===== config.mk =====
export PLATFORM = sky130hd
export DESIGN_NAME = multiword_adder_seq
export DESIGN_NICKNAME = d
export VERILOG_FILES = /design/src/rtl/multiword_adder_seq.sv
export SDC_FILE = /design/constraint.sdc
export NUM_CORES = 1
export LEC_CHECK = 0
export ABC_AREA = 1
export BUFFER_PORTS_ARGS = -buffer_cell sky130_fd_sc_hd__buf_2
export CAP_MARGIN = 20
export CORE_MARGIN = 2
export CORE_UTILIZATION = 45
export CTS_CLUSTER_SIZE = 28
export DETAILED_ROUTE_END_ITERATION = 12
export PLACE_DENSITY_LB_ADDON = 0.3
export SYNTH_ARGS = -nofsm -noshare
export SYNTH_HDL_FRONTEND = slang
export SYNTH_HIERARCHICAL = 1
export SYNTH_SLANG_ARGS = --single-unit

===== constraint.sdc =====
create_clock -name clk -period 5.2 [get_ports clk]
set_input_delay 0.78 -clock clk [delete_from_list [all_inputs] [get_ports clk]]
set_output_delay 0.78 -clock clk [all_outputs]
set_load 0.03 [all_outputs]

===== src/rtl/multiword_adder_seq.sv =====
// multiword_adder_seq: adds two W = N*WORDS bit operands over WORDS cycles,
// reusing a single N-bit ripple slice built from full_adder cells and carrying
// between slices through a register. Handshaked with valid/ready on both sides.
// Optional subtract mode (port `sub`) is compiled in by defining SUB_MODE_EN.

module full_adder (
    input  logic a,
    input  logic b,
    input  logic ci,
    output logic s,
    output logic co
);
    assign s  = a ^ b ^ ci;
    assign co = (a & b) | (ci & (a ^ b));
endmodule

module multiword_adder_seq #(
    parameter int N     = 4,
    parameter int WORDS = 4
) (
    input  logic                 clk,
    input  logic                 rst_n,
    input  logic                 in_valid,
    output logic                 in_ready,
    input  logic [N*WORDS-1:0]   a,
    input  logic [N*WORDS-1:0]   b,
    output logic                 out_valid,
    input  logic                 out_ready,
    output logic [N*WORDS-1:0]   sum,
    output logic                 cout,
`ifdef SUB_MODE_EN
    input  logic                 sub,
`endif
    output logic                 busy
);
    localparam int W     = N * WORDS;
    localparam int IDX_W = (WORDS > 1) ? $clog2(WORDS) : 1;
    localparam logic [IDX_W-1:0] LAST_IDX = IDX_W'(WORDS - 1);

    typedef enum logic [1:0] {
        ST_IDLE = 2'd0,
        ST_RUN  = 2'd1,
        ST_DONE = 2'd2
    } state_t;

    state_t            state_r;
    state_t            next_state_s;
    logic [W-1:0]      a_r;
    logic [W-1:0]      b_r;
    logic [W-1:0]      sum_r;
    logic [IDX_W-1:0]  idx_r;
    logic              carry_r;
    logic              cout_r;
    logic              out_valid_r;
    logic              busy_r;
    logic              sub_r;
    logic              sub_s;
    logic              accept_s;
    logic [N-1:0]      a_slice_s;
    logic [N-1:0]      b_slice_s;
    logic [N-1:0]      s_slice_s;
    logic [N:0]        c_chain_s;

`ifdef SUB_MODE_EN
    assign sub_s = sub;
`else
    assign sub_s = 1'b0;
`endif

    assign accept_s  = (state_r == ST_IDLE) && in_valid;
    assign in_ready  = (state_r == ST_IDLE);
    assign out_valid = out_valid_r;
    assign busy      = busy_r;
    assign sum       = sum_r;
    assign cout      = cout_r;

    // Select the current operand slices; B is inverted when subtracting.
    always_comb begin
        a_slice_s = a_r[idx_r*N +: N];
        if (sub_r) begin
            b_slice_s = ~b_r[idx_r*N +: N];
        end else begin
            b_slice_s = b_r[idx_r*N +: N];
        end
    end

    assign c_chain_s[0] = carry_r;

    genvar gi;
    generate
        for (gi = 0; gi < N; gi++) begin : g_fa
            full_adder u_fa (
                .a  (a_slice_s[gi]),
                .b  (b_slice_s[gi]),
                .ci (c_chain_s[gi]),
                .s  (s_slice_s[gi]),
                .co (c_chain_s[gi+1])
            );
        end
    endgenerate

    // Next-state logic for the IDLE -> RUN -> DONE sequencer.
    always_comb begin
        next_state_s = state_r;
        case (state_r)
            ST_IDLE: begin
                if (in_valid) begin
                    next_state_s = ST_RUN;
                end else begin
                    next_state_s = ST_IDLE;
                end
            end
            ST_RUN: begin
                if (idx_r == LAST_IDX) begin
                    next_state_s = ST_DONE;
                end else begin
                    next_state_s = ST_RUN;
                end
            end
            ST_DONE: begin
                if (out_ready) begin
                    next_state_s = ST_IDLE;
                end else begin
                    next_state_s = ST_DONE;
                end
            end
            default: begin
                next_state_s = ST_IDLE;
            end
        endcase
    end

    // State register plus registered out_valid/busy decoded from the next state.
    always_ff @(posedge clk or negedge rst_n) begin
        if (!rst_n) begin
            state_r     <= ST_IDLE;
            out_valid_r <= 1'b0;
            busy_r      <= 1'b0;
        end else begin
            state_r     <= next_state_s;
            out_valid_r <= (next_state_s == ST_DONE);
            busy_r      <= (next_state_s != ST_IDLE);
        end
    end

    // Operand latch on accept, then one slice of sum and the inter-slice carry per RUN cycle.
    always_ff @(posedge clk or negedge rst_n) begin
        if (!rst_n) begin
            a_r     <= {W{1'b0}};
            b_r     <= {W{1'b0}};
            sum_r   <= {W{1'b0}};
            idx_r   <= {IDX_W{1'b0}};
            carry_r <= 1'b0;
            cout_r  <= 1'b0;
            sub_r   <= 1'b0;
        end else if (accept_s) begin
            a_r     <= a;
            b_r     <= b;
            sum_r   <= {W{1'b0}};
            idx_r   <= {IDX_W{1'b0}};
            carry_r <= sub_s;
            sub_r   <= sub_s;
        end else if (state_r == ST_RUN) begin
            sum_r[idx_r*N +: N] <= s_slice_s;
            carry_r             <= c_chain_s[N];
            idx_r               <= idx_r + IDX_W'(1);
            if (idx_r == LAST_IDX) begin
                cout_r <= c_chain_s[N];
            end else begin
                cout_r <= cout_r;
            end
        end else begin
            sum_r <= sum_r;
        end
    end
endmodule


== Word-level counts from Yosys, hierarchy flattened ==
Index checks and enable logic that the tools add are counted.

* Bitwise operators: 21
* Shifts and indexed selects: 4
* Equality and inequality tests: 4
* Mux-type cells: 11
* Reductions and logical operators: 5
* Add/sub/neg operators: 2

{| class="wikitable"
|+ Operators with widths
! cell !! count
|-
| negation 4 -> 34 bit || 1
|-
| variable shift 4 x 34 -> 16 bit, first input constant || 1
|-
| variable part select 4 x 34 -> 16 bit || 1
|-
| two-way mux 16 bit || 2
|-
| variable part select 16 x 5 -> 4 bit || 2
|-
| bitwise mux 16 bit || 1
|-
| AND 1 bit || 8
|-
| two-way mux 2 bit || 4
|-
| bitwise XOR 1 bit || 8
|-
| == test 2 bit, second input constant || 3
|-
| case mux 2 bit (3 select lines) || 1
|-
| OR 1 bit || 4
|-
| nonzero test 2 bit || 2
|-
| two-way mux 1 bit || 3
|-
| AND reduction 3 bit || 1
|-
| adder 2 x 1 -> 2 bit, second input constant || 1
|-
| == test 2 x 1 -> 1 bit, second input constant || 1
|-
| logical NOT 2 bit || 1
|-
| logical AND 1 bit || 1
|-
| inverter 1 bit || 1
|}

* Register bits after elaboration: 56
* Bits of input ports: 36
* Logic and storage cells: 56
* Output and inout port bits: 20

== Depth between registers and ports, before layout ==
Gate-level depths: netlist (run 1).

* Depth in word-level cells: 13
* Mapped depth: 15
* Mapped depth without buffers: 13

== Hierarchy ==
The synthesis (run 1) kept the hierarchy.

{| class="wikitable"
|+ By module, submodules not included
! module !! times used !! area each (µm²) !! cells an instance !! seq. area each (µm²)
|-
| multiword_adder_seq || 1 || 2695.1 || 342 || 1401.3
|-
| full_adder || 4 || 20.0 || 1 || 0.0
|}

== Worst setup path before layout (run 1) ==
Ideal clock, no wire load.

* Path type: reg-to-reg
* From: register idx_r[0]
* To: register sum_r[15], in the netlist sum[15]
* Arrival time: 3091 ps
* Buffers on the path: 2
* Required time: 5117 ps
* Period minus slack after synthesis: 3173 ps
* Cell stages (with the launch flop): 15
* Path slack: 2027 ps
* Setup time: 83 ps
* Cell sequence: dfrtp_1 > buf_2 > inv_2 > buf_2 > a21oi_1 > o21ai_0 > nand2_1 > fa_1 > fa_1 > fa_1 > fa_1 > inv_1 > nor2_1 > nand3_1 > o21ai_0

* Cells in the longest elaborated chain, start to end: 13

{| class="wikitable"
|+ Ends and longest elaborated chain
! what !! line !! source
|-
| start: declaration || 51 || <nowiki>logic [IDX_W-1:0] idx_r;</nowiki>
|-
| start signal: assignment || 152 || <nowiki>idx_r <= {IDX_W{1'b0}};</nowiki>
|-
| start signal: assignment || 160 || <nowiki>idx_r <= {IDX_W{1'b0}};</nowiki>
|-
| start signal: assignment || 166 || <nowiki>idx_r <= idx_r + IDX_W'(1);</nowiki>
|-
| variable part select 16 x 5 -> 4 bit * || 79 || <nowiki>a_slice_s = a_r[idx_r*N +: N];</nowiki>
|-
| named net a_slice_s[0] || 59 || <nowiki>logic [N-1:0] a_slice_s;</nowiki>
|-
| bitwise XOR 1 bit || 14 || <nowiki>assign co = (a & b) | (ci & (a ^ b));</nowiki>
|-
| AND 1 bit || 14 ||
|-
| OR 1 bit * || 14 ||
|-
| named net c_chain_s[1] || 62 || <nowiki>logic [N:0] c_chain_s;</nowiki>
|-
| AND 1 bit * || 14 ||
|-
| OR 1 bit * || 14 ||
|-
| named net c_chain_s[2] || 62 ||
|-
| (+1 left out) || n/a ||
|-
| OR 1 bit * || 14 ||
|-
| named net c_chain_s[3] || 62 ||
|-
| bitwise XOR 1 bit * || 13 || <nowiki>assign s = a ^ b ^ ci;</nowiki>
|-
| named net s_slice_s[3] || 61 || <nowiki>logic [N-1:0] s_slice_s;</nowiki>
|-
| variable part select 4 x 34 -> 16 bit * || 164 || <nowiki>sum_r[idx_r*N +: N] <= s_slice_s;</nowiki>
|-
| bitwise mux 16 bit * || 164 ||
|-
| two-way mux 16 bit * || 163 || <nowiki>end else if (state_r == ST_RUN) begin</nowiki>
|-
| two-way mux 16 bit * || 156 || <nowiki>end else if (accept_s) begin</nowiki>
|-
| end signal: assignment || 159 || <nowiki>sum_r <= {W{1'b0}};</nowiki>
|-
| end signal: indexed assignment || 164 ||
|-
| end signal: assignment || 173 || <nowiki>sum_r <= sum_r;</nowiki>
|-
| end: declaration || 50 || <nowiki>logic [W-1:0] sum_r;</nowiki>
|}

Mark *: on every way through the listed nets, which the timed path passes. The rest lies on a longest branch. The select of a mux whose other input is x is not followed.
A chain may end at the register's enable or synchronous reset.

== Worst setup path after layout (run 1) ==
Same ends and word-level chain as after synthesis.

==> flow_metrics.tcl, run 1 <==
set metrics [dict create \
    status "complete, no violations" \
    synth.largest_area_cell "sky130_fd_sc_hd__dfrtp_1" \
    grt.overflow.total 0 \
    final_max_slew_viol_count 0 \
    floorplan.initialDensity_pct 46.6 \
    critPathMostFrequentCell "sky130_fd_sc_hd__fa_1" \
    average_cell_area_after_synthesis_sq_um 8.02 \
    floorplan.die.width_microns 82.5 \
    synthFlopType "sky130_fd_sc_hd__dfrtp_1" \
    setup_total_negative_slack_ns 0 \
    final.period_utilization_pct 71.7 \
    clock_insertion_delay_worst_skew_ns 0.31 \
    max-clock-path-buffers 2 \
    pwr_density_cell_nw_per_um2 696 \
    place_congestion 0.861 \
    synth_nets 391 \
    fp.coreArea_sq_um 5960 \
    critical_path.startpoint_type "register" \
    vias_per_cell 5.01 \
    power.leakage_nw 1.79 \
    nNetsFinal 436 \
    tightestPinTransition_ns 0.688 \
    post_route_cells_drive_above_1_share_pct 18.6 \
    synth.cell_area_sq_um 2780 \
    wirelength_microns 5960 \
    async_reset_ff_share_pct 100 \
    postCtsSetupRepairBufs 0 \
    clock_tree.htree_level_count 2 \
    ctsHoldBuffers 0 \
    post_drt_wl_per_cell_microns 12.8 \
    final.min_clock_period_ns 3.73 \
    maxSlewHeadroom_pct 54.1 \
    finClkSkew_ns 0.00878 \
    area.growth.synth_to_final_pct 16.4 \
    critical_path.slowest_cell "sky130_fd_sc_hd__dfrtp_1" \
    synthTopCellsByArea "sky130_fd_sc_hd__dfrtp_1, sky130_fd_sc_hd__nand2_1, sky130_fd_sc_hd__nand3_1" \
    portBuffers 55 \
    cts_resized 0 \
    postSynthRegisterBits 56 \
    grt_first_pass_wirelength_microns 10200 \
    num_rows 28 \
    tritoncts_num_sinks 56 \
    dp_worst_setup_slack_ns 1.56 \
    classification_of_the_worst_setup_path "reg2reg" \
    hpwlAfterDp_microns 4010 \
    timing_hold_violations_final 0 \
    vdd.ir_drop.worst_mv 0.283 \
    drv_cap 0 \
    worst_ep_arrival_time_ns 3.95 \
    floorplan.io_pins 56 \
    detail-route-antenna-nets 0 \
    worst_ep_required_time_ns 5.43 \
    post-route-drc-count 0 \
    grt.total_usage_pct 19.4 \
    timing.critical_path.to_type "register" \
    worstPathCellList "inv_2 > nor2_1 > nor2_1 > o21ai_0 > nand2_1 > fa_1 > fa_1 > fa_1 > fa_1 > inv_1 > nor2_1 > nand3_1 > o21ai_0" \
    routed_vias 2342 \
    hp-class "reg2reg" \
    grt_start_max_net_pins 58 \
    fp.dieH_microns 82.5 \
    yosysSeqAreaShare_pct 50.5 \
    clock_tree.root_cell "sky130_fd_sc_hd__clkbuf_8" \
    detail_route.iter0.violations 138 \
    die-area_sq_um 6810 \
    layout_common_cells "sky130_fd_sc_hd__nand2_1, sky130_fd_sc_hd__dfrtp_1, sky130_fd_sc_hd__buf_2, sky130_fd_sc_hd__nand3_1, sky130_fd_sc_hd__nor2_1" \
    critical_path_peak_fanout 28 \
    antenna_found_initial 0 \
    drt_pass1_iterations 4 \
    clk_transition_reported_paths_ns 0.10 \
    fmaxAchievable_mhz 268 \
    cts_tree "built" \
    crit_buf_inv 2 \
    finalSetupViolations 0 \
    synth.top_cell.area_share_pct 50.5 \
    edff_count_synth 0 \
    via_count_of_the_first_global_routing_pass 2231 \
    number_of_buffers_created_by_cts 5 \
    rsz_0062_raised_after_global_routing "no" \
    path_delay_family "adder cells" \
    synthDistinctLibCells 21 \
    design_area_sq_um 3230 \
    max_stage_delay_ns 0.74 \
    worst_slack_ns 1.47 \
    antenna_cells_inserted 0 \
    postPlaceCellArea_sq_um 3050 \
    ys.warnings.count 6 \
    syn_inst 346 \
    layout.cells.most_common "sky130_fd_sc_hd__nand2_1" \
]
==> registers in the layout, indices dropped and copies added (netlist names) <==
register,cells
a_r,16
b_r,16
busy,1
carry_r,1
cout,1
idx_r,2
out_valid,1
state_r,2
sum,16
==> cell type report <==
class / count / area (sq um)
sequential: 56 / 1400
clock inverter: 3 / 90.1
timing repair buffer: 57 / 303
clock buffer: 5 / 68.8
multi-input combinational: 250 / 1190
tap: 75 / 93.8
fill: 583 / 2730
inverter: 21 / 78.8
==> through the flow <==
step                cells  hold slack, ns  utilization, %  total power, W
finish                467           0.478            54.2         0.00225
global route          467           0.505            54.2         0.00246
CTS                   466           0.482            53.9         0.00224
detailed placement    458           0.455            51.2         0.00185
global placement      458           0.454            51.2         0.00183
floorplan             346           0.437               -         0.00160
==> worst min-delay path, delay by kind of cell, from the launching register on <==
kind	cells	cell delay, ns
flip-flops	1	0.35
AND/OR/NAND/NOR	2	0.10
==> path summary, 6_finish.rpt <==
path,cells after the start,startpoint,slack (ns),end
worst max-delay path,13,idx_r[0]$_DFFE_PN0P_,1.47,sum[15]$_DFFE_PN0P_
worst min-delay path,2,b_r[4]$_DFFE_PN0P_,0.48,b_r[4]$_DFFE_PN0P_
worst max register to register,13,idx_r[0]$_DFFE_PN0P_,1.47,sum[15]$_DFFE_PN0P_
worst min register to register,2,b_r[4]$_DFFE_PN0P_,0.48,b_r[4]$_DFFE_PN0P_
max in group asynchronous,2,rst_n,4.15,b_r[0]$_DFFE_PN0P_
min in group asynchronous,2,rst_n,0.60,a_r[2]$_DFFE_PN0P_
==> synth_stat cells (2+ instances only) <==
cell type,count
sky130_fd_sc_hd__fa_1,4
sky130_fd_sc_hd__nand2_1,101
sky130_fd_sc_hd__o21ai_0,21
sky130_fd_sc_hd__dfrtp_1,56
sky130_fd_sc_hd__clkbuf_1,3
sky130_fd_sc_hd__buf_4,2
sky130_fd_sc_hd__ha_1,5
sky130_fd_sc_hd__a21oi_2,5
sky130_fd_sc_hd__o21ai_1,2
sky130_fd_sc_hd__inv_1,19
sky130_fd_sc_hd__nand3_1,49
sky130_fd_sc_hd__a21oi_1,15
sky130_fd_sc_hd__nor2_1,45
sky130_fd_sc_hd__buf_2,12
==> routing by layer <==
layer | vias up | track usage [%] | share of wire [%]
li1 | 1190 | - | -
met1 | 1089 | 25.2 | 48
met2 | 58 | 32.5 | 47
met3 | 5 | 3.80 | 4.6
met4 | 0 | 6.72 | 0.92
met5 | - | 0 | 0
==> cells by family after synthesis <==
family	share of synthesized area, %
buf+inv	6.49
flops	50.5
compound gates	8.43
fa+ha+maj	5.14
simple gates	29.4
==> power breakdown <==
group / internal (W) / total, W / switching, W
logic: 0.000386 / 0.00112 / 0.000736
clock network: 0.000241 / 0.000380 / 0.000139
registers: 0.000612 / 0.000744 / 0.000133
total: 0.00124 / 0.00225 / 0.00101
Note: power is estimated with default switching activity, not from simulation.
==> inputs of run 2 (changes only) <==
Clock period 5.2 ns to 3.17 ns, I/O delays scaled along.
==> run 2 against run 1 <==
- maximum frequency is 22% higher
- design area is 0.81% higher
- sequential power is 59% higher
- total power is 59% higher
- register-to-register slack worse by 1.4 ns
- clock skew is 0.0028 ns lower
- non-clock buffer count is 11 higher
- global-route usage is 0.10 points higher
- via count is 1.1% higher
- sequential share of layout area is 0.27 points lower
- clock power is 8.2% higher
- critical path type unchanged
==> flow_metrics.tcl, run 2 (synthesis results as in run 1) <==
set metrics [dict create \
    setup_total_negative_slack_ns 0 \
    hp-class "in2async" \
    floorplan.initialDensity_pct 46.6 \
    nNetsFinal 448 \
    tightestPinTransition_ns 0.817 \
    status "complete, no violations" \
    post_route_worst_hold_slack_ns 0.261 \
    grt.total_usage_pct 19.5 \
    clock_insertion_delay_worst_skew_ns 0.30 \
    timing.critical_path.to_type "register" \
    antenna_found_initial 0 \
    vias_per_cell 4.94 \
    num_rows 28 \
    final.min_clock_period_ns 3.05 \
    rsz_0062_raised_after_global_routing "no" \
    final_core_util_pct 54.7 \
    classification_of_the_worst_setup_path "reg2reg" \
    ctsHoldBuffers 0 \
    crit_buf_inv 2 \
    floorplan.io_pins 56 \
    layout.cells.most_common "sky130_fd_sc_hd__nand2_1" \
    post_drt_wl_per_cell_microns 12.7 \
    layout_common_cells "sky130_fd_sc_hd__nand2_1, sky130_fd_sc_hd__buf_2, sky130_fd_sc_hd__dfrtp_1, sky130_fd_sc_hd__nand3_1, sky130_fd_sc_hd__nor2_1" \
    post-route-drc-count 0 \
    critPathMostFrequentCell "sky130_fd_sc_hd__fa_1" \
    routed_vias 2368 \
    clock_tree.root_cell "sky130_fd_sc_hd__clkbuf_8" \
    max_stage_delay_ns 0.56 \
    path_delay_family "adder cells" \
    final-seq-area_sq_um 1400 \
    detail-route-antenna-nets 0 \
    finClkSkew_ns 0.00597 \
    worst_ep_arrival_time_ns 3.27 \
    post_route_cells_drive_above_1_share_pct 22.0 \
    cts_tree "built" \
    final_max_slew_viol_count 0 \
    grt.overflow.total 0 \
    tritoncts_num_sinks 56 \
    antenna_cells_inserted 0 \
    portBuffers 55 \
    clock_tree.htree_level_count 2 \
    hpwlAfterDp_microns 4440 \
    wirelength_microns 6100 \
    final.period_utilization_pct 96.2 \
    critical_path.slowest_cell "sky130_fd_sc_hd__fa_1" \
    drt_pass1_iterations 4 \
    max-clock-path-buffers 2 \
    drv_cap 0 \
    fillCellCount 578 \
    maxSlewHeadroom_pct 45.5 \
    worst-path-stages 11 \
    detail_route.iter0.violations 93 \
    multiInputGateArea_sq_um 1200 \
    design_area_sq_um 3260 \
    r2r_worst_path_depth 11 \
    pwr_density_cell_nw_per_um2 1100 \
    fmaxAchievable_mhz 328 \
    area.growth.synth_to_final_pct 17.3 \
    die-area_sq_um 6810 \
    number_of_buffers_created_by_cts 5 \
    critical_path.startpoint_type "register" \
    timing_hold_violations_final 0 \
    power.leakage_nw 1.80 \
    floorplan.die.width_microns 82.5 \
    fp.dieH_microns 82.5 \
    postPlaceCellArea_sq_um 3120 \
    finalSetupViolations 0 \
    place_congestion 0.865 \
    fp.coreArea_sq_um 5960 \
    worst_ep_required_time_ns 3.39 \
    via_count_of_the_first_global_routing_pass 2226 \
    totalPowerFinal_w 0.00358 \
    grt_first_pass_wirelength_microns 10300 \
    clk_transition_reported_paths_ns 0.10 \
    grt_start_max_net_pins 38 \
    vdd.ir_drop.worst_mv 0.548 \
    critical_path_peak_fanout 6 \
    worstPathCellList "buf_4 > o21ai_0 > nand2_1 > fa_1 > fa_1 > fa_2 > fa_1 > inv_1 > nor2_2 > nand3_1 > o21ai_0" \
]
run 2: power breakdown:
part / total, W / internal (W) / leakage (nW) / switching (W)
clock: 0.000411 / 0.000178 / 0.0434 / 0.000234
sequential: 0.00118 / 0.00101 / 0.701 / 0.000175
combinational: 0.00199 / 0.000716 / 1.06 / 0.00127
total: 0.00358 / 0.00190 / 1.80 / 0.00168
run 2: timing repair:
action	4_1_cts	5_1_grt
setup endpoints to repair	0	4
gates resized for setup	0	7
buffers inserted	0	3
run 2: per-layer routing:
metal  vias up  global-route usage [%]  share of wire, %  wire (microns)
met1      1092                    27.1                48            2930
met2        56                    33.1                48            2910
met4         0                    3.61              0.36              22
met5         -                       0                 0               0
li1       1218                       -                 -               -
met3         2                    2.61               3.9             238
run 2: cell type report:
class / count / share of cell area, %
timing repair inverter: 1 / 0.154
sequential: 56 / 43.1
clock inverter: 2 / 0.461
multi-input combinational: 250 / 36.8
timing repair buffer: 68 / 11.5
tap: 75 / 2.88
clock buffer: 6 / 2.54
inverter: 21 / 2.57
run 2: worst paths after layout:
path                                             to  slack, ns                 start
worst max-delay path            sum[15]$_DFFE_PN0P_       0.12  idx_r[0]$_DFFE_PN0P_
worst min-delay path            out_valid$_DFF_PN0_       0.26                 rst_n
worst max register to register  sum[15]$_DFFE_PN0P_       0.12  idx_r[0]$_DFFE_PN0P_
worst min register to register   a_r[3]$_DFFE_PN0P_       0.48    a_r[3]$_DFFE_PN0P_
max in group asynchronous        b_r[1]$_DFFE_PN0P_       2.26                 rst_n
min in group clk                 a_r[5]$_DFFE_PN0P_       0.39                  a[5]
run 2: worst reg2reg max path, delay by kind of cell (launching register included):
family | cells | cell delay (ns)
and+or+nand+nor | 3 | 0.27
AOI/OAI and AO/OA | 2 | 0.30
DFF | 1 | 0.45
adders and majority gates | 4 | 1.72
buffers and inverters | 2 | 0.22
run 2: through the flow:
step | std cells | setup slack, ns
global route | 479 | 0.0104
detailed placement | 467 | 0.0901
CTS | 475 | 0.0652
global placement | 467 | 0.163
floorplan | 346 | 0.0146
finish | 479 | 0.120
==> inputs of run 3 (changes only) <==
Settings changed: REMOVE_ABC_BUFFERS from default to 1.
==> run 3 against run 2 <==
- global-route usage fell by 0.12 points
- critical endpoint unchanged
- critical path type unchanged
- largest power group unchanged
- core utilization fell by 0.27 points
- design area fell by 0.50%
==> flow_metrics.tcl, run 3 (synthesis results as in run 1) <==
set metrics [dict create \
    worst_ep_required_time_ns 3.40 \
    grt_start_max_net_pins 58 \
    setup_total_negative_slack_ns 0 \
    nNetsFinal 446 \
    grt.total_usage_pct 19.4 \
    power_switching_share_pct 47.2 \
    antenna_cells_inserted 0 \
    floorplan.initialDensity_pct 46.6 \
    vdd.ir_drop.worst_mv 0.446 \
    drt_pass1_iterations 4 \
    fmaxAchievable_mhz 334 \
    classification_of_the_worst_setup_path "reg2reg" \
    clk_transition_reported_paths_ns 0.10 \
    post_drt_wl_per_cell_microns 12.9 \
    post-route-drc-count 0 \
    finish.cell_count_without_fillers 477 \
    drv_cap 0 \
    power.combinational.fraction_pct 56.3 \
    fp.dieH_microns 82.5 \
    max-clock-path-buffers 2 \
    finClkSkew_ns 0.00988 \
    detail_route.iter0.violations 119 \
    p_int_w 0.00191 \
    power.leakage_nw 1.80 \
    layout_common_cells "sky130_fd_sc_hd__nand2_1, sky130_fd_sc_hd__dfrtp_1, sky130_fd_sc_hd__buf_2, sky130_fd_sc_hd__nand3_1, sky130_fd_sc_hd__nor2_1" \
    critical_path.startpoint_type "register" \
    number_of_buffers_created_by_cts 5 \
    floorplan.die.width_microns 82.5 \
    postCtsSetupRepairBufs 0 \
    relative_contribution_of_the_clock_network_to_total_power_pct 11.1 \
    fillCellCount 589 \
    timing.critical_path.to_type "register" \
    hp-class "in2async" \
    post_route_worst_hold_slack_ns 0.113 \
    rsz_0062_raised_after_global_routing "no" \
    pwr_density_cell_nw_per_um2 1110 \
    p_switching_w 0.00170 \
    cts_tree "built" \
    maxSlewHeadroom_pct 58.9 \
    grt.overflow.total 0 \
    timing_hold_violations_final 0 \
    post_route_cells_drive_above_1_share_pct 21.6 \
    clock_tree.htree_level_count 2 \
    layout.cells.most_common "sky130_fd_sc_hd__nand2_1" \
    floorplan.io_pins 56 \
    finalSetupViolations 0 \
    tritoncts_num_sinks 56 \
    clock_tree.root_cell "sky130_fd_sc_hd__clkbuf_8" \
    fp.coreArea_sq_um 5960 \
    area.growth.synth_to_final_pct 16.7 \
    routed_vias 2395 \
    clock_insertion_delay_worst_skew_ns 0.31 \
    final.period_utilization_pct 94.6 \
    seq_power_share_pct 32.5 \
    final_max_slew_viol_count 0 \
    worst_ep_arrival_time_ns 3.23 \
    dp_cells 469 \
    grt_first_pass_wirelength_microns 10300 \
    die-area_sq_um 6810 \
    num_rows 28 \
    design_area_sq_um 3240 \
    wirelength_microns 6140 \
    hpwlAfterDp_microns 4430 \
    portBuffers 55 \
    antenna_found_initial 0 \
    tightestPinTransition_ns 0.617 \
    critical_path_peak_fanout 12 \
    status "complete, no violations" \
    vias_per_cell 5.02 \
    dp_worst_setup_slack_ns 0.0771 \
    place_congestion 0.856 \
    postPlaceCellArea_sq_um 3130 \
    worst_slack_ns 0.173 \
    detail-route-antenna-nets 0 \
    via_count_of_the_first_global_routing_pass 2269 \
    final.min_clock_period_ns 3.00 \
]
-- run 3: metrics by stage --
| step | total power (W) | utilization, % |
|---|---|---|
| 6_report | 0.00361 | 54.4 |
| 5_1_grt | 0.00394 | 54.4 |
| 4_1_cts | 0.00358 | 54.2 |
| 3_5_place_dp | 0.00317 | 52.6 |
| 3_3_place_gp | 0.00312 | 52.6 |
| 2_1_floorplan | 0.00254 | - |
-- run 3: power by group through the flow --
stage | Combinational (W) | Sequential [W] | Clock (W)
6_report | 0.00203 | 0.00117 | 0.000401
3_5_place_dp | 0.00199 | 0.00118 | 0
3_3_place_gp | 0.00194 | 0.00118 | 0
4_1_cts | 0.00199 | 0.00117 | 0.000419
5_1_grt | 0.00229 | 0.00121 | 0.000441
2_1_floorplan | 0.00123 | 0.00130 | 0
-- run 3: what timing repair did --
action	in CTS	in global routing
hold buffers	0	0
setup endpoints to repair	0	3
resized for setup	0	6
-- run 3: layout make-up --
class,count,area (sq um),area share [%]
sequential,56,1400,43.3
multi-input combinational,250,1200,37.1
timing repair buffer,67,365,11.3
tap,75,93.8,2.90
inverter,21,83.8,2.59
clock buffer,6,82.6,2.55
clock inverter,2,10.0,0.309
-- run 3: worst paths after layout --
check,cells past startpoint,from,endpoint,slack (ns)
setup reg to reg,12,idx_r[0]$_DFFE_PN0P_,sum[15]$_DFFE_PN0P_,0.17
hold / removal,1,rst_n,sum[6]$_DFFE_PN0P_,0.11
max in group asynchronous,2,rst_n,idx_r[0]$_DFFE_PN0P_,2.21
hold reg to reg,2,a_r[13]$_DFFE_PN0P_,a_r[13]$_DFFE_PN0P_,0.47
min in group clk,3,a[2],a_r[2]$_DFFE_PN0P_,0.39
setup / recovery,12,idx_r[0]$_DFFE_PN0P_,sum[15]$_DFFE_PN0P_,0.17
-- run 3: worst max-delay path: stages (launching register included) --
cell,delay [ns]
sky130_fd_sc_hd__dfrtp_2,0.46
sky130_fd_sc_hd__inv_6,0.11
sky130_fd_sc_hd__a21oi_1,0.06
sky130_fd_sc_hd__o21ai_0,0.07
sky130_fd_sc_hd__nand2_1,0.10
sky130_fd_sc_hd__fa_1,0.44
sky130_fd_sc_hd__fa_2,0.35
sky130_fd_sc_hd__fa_2,0.35
sky130_fd_sc_hd__fa_1,0.58
sky130_fd_sc_hd__inv_1,0.07
sky130_fd_sc_hd__nor2_2,0.10
sky130_fd_sc_hd__nand3_1,0.07
sky130_fd_sc_hd__o21ai_0,0.14
-- run 3: metal layers --
metal | share of wire [%] | track usage [%] | up-vias | wire length [microns]
met5 | 0 | 0 | - | 0
met4 | 0.81 | 3.77 | 0 | 50
met3 | 5.2 | 3.80 | 7 | 320
met2 | 48 | 32.6 | 66 | 2950
met1 | 46 | 26.3 | 1109 | 2820
li1 | - | - | 1213 | -
